$ cat config.mk
export PLATFORM = sky130hd
export DESIGN_NAME = imm_gen_pipe
export DESIGN_NICKNAME = d
export VERILOG_FILES = /design/src/rtl/imm_gen_pipe.sv
export SDC_FILE = /design/constraint.sdc
export NUM_CORES = 1
export LEC_CHECK = 0
export ABC_AREA = 0
export ABC_CLOCK_PERIOD_IN_PS = 4300
export CORE_UTILIZATION = 37
export CTS_CLUSTER_DIAMETER = 200
export CTS_CLUSTER_SIZE = 12
export DETAILED_ROUTE_END_ITERATION = 16
export DONT_BUFFER_PORTS = 1
export GPL_TIMING_DRIVEN = 0
export PLACE_DENSITY = 0.58
export SETUP_SLACK_MARGIN = 0.2
export SLEW_MARGIN = 20
export SYNTH_ARGS = -nofsm -noshare
export SYNTH_HDL_FRONTEND = slang
export SYNTH_SLANG_ARGS = --single-unit
$ cat constraint.sdc
create_clock -name clk -period 4.3 [get_ports clk]
set_input_delay 0.645 -clock clk [delete_from_list [all_inputs] [get_ports clk]]
set_output_delay 0.645 -clock clk [all_outputs]
set_load 0.005 [all_outputs]
$ cat src/rtl/imm_gen_pipe.sv
// =============================================================================
// Module   : imm_gen_pipe
// Purpose  : Pipelined RISC-V immediate generator for the decode stage.
//            Decodes I/S/B/U/J and shift-amount immediates from a 32-bit
//            instruction and extends them to XLEN. Results then pass
//            through STAGES register stages with valid/ready flow control.
//            An opaque tag travels alongside each result.
// Ports    : clk, rst (sync, active-low), flush (sync clear of in-flight data)
//            in_valid/in_ready, instr[31:0], Immsrc[2:0], tag_in[TAG_W-1:0]
//            out_valid/out_ready, imm_op[XLEN-1:0], err, tag_out[TAG_W-1:0]
// Revision : 1.0 - initial release
// =============================================================================
`default_nettype none

module imm_gen_pipe #(
    parameter int XLEN   = 32,   // 32 or 64
    parameter int STAGES = 2,    // 1..4
    parameter int TAG_W  = 5
) (
    input  logic             clk,
    input  logic             rst,
    input  logic             flush,
    input  logic             in_valid,
    output logic             in_ready,
    input  logic [31:0]      instr,
    input  logic [2:0]       Immsrc,
    input  logic [TAG_W-1:0] tag_in,
    output logic             out_valid,
    input  logic             out_ready,
    output logic [XLEN-1:0]  imm_op,
    output logic             err,
    output logic [TAG_W-1:0] tag_out
);

    // Immsrc format codes (011 is a legacy alias of the I format)
    localparam logic [2:0] c_SRC_I     = 3'b000;
    localparam logic [2:0] c_SRC_S     = 3'b001;
    localparam logic [2:0] c_SRC_B     = 3'b010;
    localparam logic [2:0] c_SRC_I_ALT = 3'b011;
    localparam logic [2:0] c_SRC_U     = 3'b100;
    localparam logic [2:0] c_SRC_J     = 3'b101;
    localparam logic [2:0] c_SRC_SHAMT = 3'b110;
    localparam logic [2:0] c_SRC_ILL   = 3'b111;

    // RV64 shift amounts are 6 bits wide, RV32 ones are 5 bits
    localparam bit c_SHAMT6 = (XLEN == 64);

    // -------------------------------------------------------------------------
    // Combinational decode ahead of stage 0
    // -------------------------------------------------------------------------
    logic [31:0]     w_sext32;
    logic [XLEN-1:0] w_imm;
    logic            w_err;
    logic            w_shamt_hi;
    logic            w_unused_opcode;

    // The opcode field never contributes to an immediate
    assign w_unused_opcode = ^instr[6:0];
    assign w_shamt_hi      = c_SHAMT6 ? instr[25] : 1'b0;

    always_comb begin
        w_sext32 = '0;
        case (Immsrc)
            c_SRC_I, c_SRC_I_ALT:
                w_sext32 = {{20{instr[31]}}, instr[31:20]};
            c_SRC_S:
                w_sext32 = {{20{instr[31]}}, instr[31:25], instr[11:7]};
            c_SRC_B:
                w_sext32 = {{19{instr[31]}}, instr[31], instr[7],
                            instr[30:25], instr[11:8], 1'b0};
            c_SRC_U:
                w_sext32 = {instr[31:12], 12'b0};
            c_SRC_J:
                w_sext32 = {{11{instr[31]}}, instr[31], instr[19:12],
                            instr[20], instr[30:21], 1'b0};
            default:
                w_sext32 = '0;
        endcase
    end

    always_comb begin
        // Every 32-bit intermediate already carries instr[31] in bit 31,
        // so a signed widening finishes the extension for XLEN=64.
        w_imm = XLEN'($signed(w_sext32));
        w_err = 1'b0;
        if (Immsrc == c_SRC_SHAMT) begin
            w_imm      = '0;
            w_imm[5:0] = {w_shamt_hi, instr[24:20]};
        end
        if (Immsrc == c_SRC_ILL) begin
            w_imm = '0;
            w_err = 1'b1;
        end
    end

    // -------------------------------------------------------------------------
    // Pipeline registers
    // -------------------------------------------------------------------------
    logic [STAGES-1:0] r_vld;
    logic [XLEN-1:0]   r_imm [STAGES];
    logic [STAGES-1:0] r_err;
    logic [TAG_W-1:0]  r_tag [STAGES];

    logic [STAGES-1:0] w_adv;
    logic [STAGES-1:0] w_nvld;
    logic [XLEN-1:0]   w_nimm [STAGES];
    logic [STAGES-1:0] w_nerr;
    logic [TAG_W-1:0]  w_ntag [STAGES];

    // Stage k may advance when the consumer takes the output, or when any
    // stage from k to the end is empty (that hole lets everything behind it
    // move up). Flattening the ready chain this way keeps it free of
    // bit-to-bit dependencies inside one vector.
    genvar gk;
    generate
        for (gk = 0; gk < STAGES; gk++) begin : g_adv
            assign w_adv[gk] = out_ready | ~(&r_vld[STAGES-1:gk]);
        end
    endgenerate

    // Next-value sources: stage 0 takes the decoded input, others the
    // stage in front of them.
    always_comb begin
        w_nvld[0] = in_valid;
        w_nimm[0] = w_imm;
        w_nerr[0] = w_err;
        w_ntag[0] = tag_in;
        for (int k = 1; k < STAGES; k++) begin
            w_nvld[k] = r_vld[k-1];
            w_nimm[k] = r_imm[k-1];
            w_nerr[k] = r_err[k-1];
            w_ntag[k] = r_tag[k-1];
        end
    end

    always_ff @(posedge clk) begin
        if (!rst) begin
            r_vld <= '0;
            r_err <= '0;
            for (int k = 0; k < STAGES; k++) begin
                r_imm[k] <= '0;
                r_tag[k] <= '0;
            end
        end else if (flush) begin
            // Drop everything in flight, including the entry offered now
            r_vld <= '0;
        end else begin
            for (int k = 0; k < STAGES; k++) begin
                if (w_adv[k]) begin
                    r_vld[k] <= w_nvld[k];
                    r_imm[k] <= w_nimm[k];
                    r_err[k] <= w_nerr[k];
                    r_tag[k] <= w_ntag[k];
                end
            end
        end
    end

    // -------------------------------------------------------------------------
    // Outputs
    // -------------------------------------------------------------------------
    assign in_ready  = w_adv[0];
    assign out_valid = r_vld[STAGES-1];
    assign imm_op    = r_imm[STAGES-1];
    assign err       = r_err[STAGES-1];
    assign tag_out   = r_tag[STAGES-1];

endmodule

`default_nettype wire

==> impl_results.md <==
* Status: complete, no violations
* Relative slew slack at 50.1%
* Hold_buf cts at 0
* Layout cell share with drive strength beyond 1 at 31.7%
* # IOs at 85
* Asr flop ratio synth at 0%
* Syn avg cell area at 13.2 µm²
* Worst Tran Pin Value at 0.746 ns
* Yosys top cell by area: edfxtp_1
* Pwr dens at 404 nW/µm²
* CTS tree: done
* Cell Rows at 35
* Fin cells at 419
* IO Port Bufs at 0
* Main flop type after synthesis: edfxtp_1
* Critical Path Source Type: register
* # diodes at 0
* Synth Instances at 272
* Cell breakdown of the critical path: and3b_4 > nor2_1 > buf_2 > and2_1
* Drt pass-1 iters at 4
* Post-DP Area at 3820 µm²
* RSZ-0062 raised after global routing: no
* Minimum clock period at 1.71 ns
* Worst Setup End Kind: register
* Root Buffer: clkbuf_8
* MaxCap Viol Count at 0
* Core box area at 9330 µm²
* Layout filler cell count at 864
* Die Height at 100 µm
* Final net count at 330
* Post-synthesis cell type count at 35
* Gpl congestion at 0.741
* Die width at 100 µm
* Synth area leaders: edfxtp_1, and2_1, buf_4
* Die area at 10,100 µm²
* Global route overflow at 0
* Layout area overhead at 12.7%
* Crit share post-route at 39.9%
* Max stage delay cell, worst path: nor2_1
* Post-synth EDFFs at 74
* Clock Path Buffers at 2
* DR WL/cell at 14.5 µm
* Vias/cell at 4.54
* Hold WC Path Type: primary input to register
* # setup viols final at 0
* #FFs+latches synth at 78
* Routed via count at 1,901
* Syn_nets at 317
* YS warnings at 0
* Resized Gates After CTS at 0
* R2r setup slk at 2.59 ns
* Total GRT Usage at 12.7%
* Critical path class: register to register
* Setup Buffers After CTS at 0
* Slew Viols, Final at 0
* Crit path DAT at 1.93 ns
* Leakage power total at 1.51 nW
* Top-area cell type share of the netlist area at 62.0%
* Pwr Total at 1.63 mW
* Clock Skews at 0.0141 ns
* HPWL Detailed at 4340 µm
* Clock transition at path regs at 0.08 ns
* Sequential area share after synthesis at 64.2%
* Largest net degree at the start of global routing at 22
* Worst endpoint required time at 4.51 ns
* VDD IR max at 0.165 mV
* Final WS setup at 2.59 ns
* Post-route design area at 4040 µm²
* Setup WS pre-CTS at 2.27 ns
* Initial Utilization at 38.4%
* Final ANT Viol Nets at 0
* Synthesized area at 3590 µm²
* Crit-path max cell delay at 0.52 ns
* Final wirelength at 6060 µm
* DRT iter0 DRCs at 28
* Vias in the first global route at 1,787
* First-pass GRT wire length at 9180 µm
* Clock sink count at 78
* Antenna violations before repair at 0
* CP Max Fanout at 10
* Cells after DPL at 403
* Fmax at 0.583 GHz
* DR DRC count at 0
* Hold Fails Final Rpt at 0
* Cts bufs inserted at 9
* H-tree Lvls at 3
* Worst-Skew Late Latency at 0.35 ns
## final timing paths
check | startpoint | to | cells after the start
setup / recovery | r_vld[1] | r_imm[0][51] | 4
hold reg to reg | r_err[0] | r_err[0] | 2
hold / removal | in_valid | r_vld[0] | 2
setup reg to reg | r_vld[1] | r_imm[0][51] | 4
## power breakdown
part / leakage, nW / total [mW] / switching [mW] / internal, mW
logic: 0.564 / 0.135 / 0.0712 / 0.0637
registers: 0.841 / 0.900 / 0.0118 / 0.888
clock network: 0.107 / 0.597 / 0.254 / 0.343
## per-layer routing
| layer | share of wire, % | routed length [µm] | GRT usage (%) |
|---|---|---|---|
| met5 | 0 | 0 | 0 |
| met4 | 2.2 | 133 | 8.14 |
| met3 | 9.7 | 591 | 4.94 |
| met2 | 48 | 2890 | 19.6 |
| met1 | 40 | 2450 | 14.7 |
## logic make-up (layout without fill, tap and decap cells)
| logic type | after synthesis | in the layout | synth area share (%) |
|---|---|---|---|
| mux | 1 | 1 | 0.314 |
| buf+inv | 54 | 72 | 10.6 |
| xor+xnor | 2 | 2 | 0.698 |
| compound gates | 34 | 34 | 8.09 |
| flops | 78 | 78 | 64.2 |
| simple gates | 103 | 103 | 16.1 |
## synth_stat cells (3+ instances only)
cell and number:
dfxtp_1 4, buf_2 5, a21oi_2 19, edfxtp_1 74, inv_1 3, nor2_1 7, nor2b_1 3, buf_4 40
nand2_1 21, and2_1 49, buf_6 3, nand3_1 15, a31oi_1 4
## metrics by stage
step | setup TNS [ns] | hold WS (ns) | util [%]
6_report | 0 | 0.422 | 43.3
5_1_grt | 0 | 0.428 | 43.3
4_1_cts | 0 | 0.403 | 43.3
3_5_place_dp | 0 | 0.473 | 41.0
3_3_place_gp | -26.72 | 0.464 | 40.2
2_1_floorplan | 0 | 0.442 | -
## cell type report
type | count | area [µm²] | area share (%)
Tap cell | 129 | 161 | 3.99
Sequential cell | 78 | 2300 | 56.9
Inverter | 4 | 15.0 | 0.371
Multi-Input combinational cell | 140 | 925 | 22.9
Buffer | 50 | 367 | 9.07
Clock inverter | 4 | 72.6 | 1.80
Timing Repair Buffer | 2 | 55.1 | 1.36
Clock buffer | 12 | 145 | 3.59
## worst max-delay path, delay by kind of cell (launching register included)
kind / cells / cell delay [ns]
AND/OR/NAND/NOR: 3 / 0.89
buffers and inverters: 1 / 0.34
flip-flops: 1 / 0.34
## cell usage in the layout (no fill, tap or decap), types with 2 or more instances in the layout
cell / netlist / final
buf_4: 40 / 40
buf_16: 0 / 2
buf_6: 3 / 3
o21ai_4: 0 / 2
clkbuf_1: 1 / 3
nor2_1: 7 / 7
clkbuf_8: 0 / 10
nor2b_1: 3 / 3
nand3_1: 15 / 15
a31oi_1: 4 / 4
buf_2: 5 / 5
a21oi_2: 19 / 19
nand2_1: 21 / 21
dfxtp_1: 4 / 4
nand2b_1: 2 / 2
inv_1: 3 / 3
and2_1: 49 / 49
edfxtp_1: 74 / 74
bufinv_16: 0 / 2
## flip-flops by register name, indices dropped and copies added (netlist names)
name	flops
r_err	2
r_imm	64
r_tag	10
r_vld	2
(Power assumes the default switching activity.)
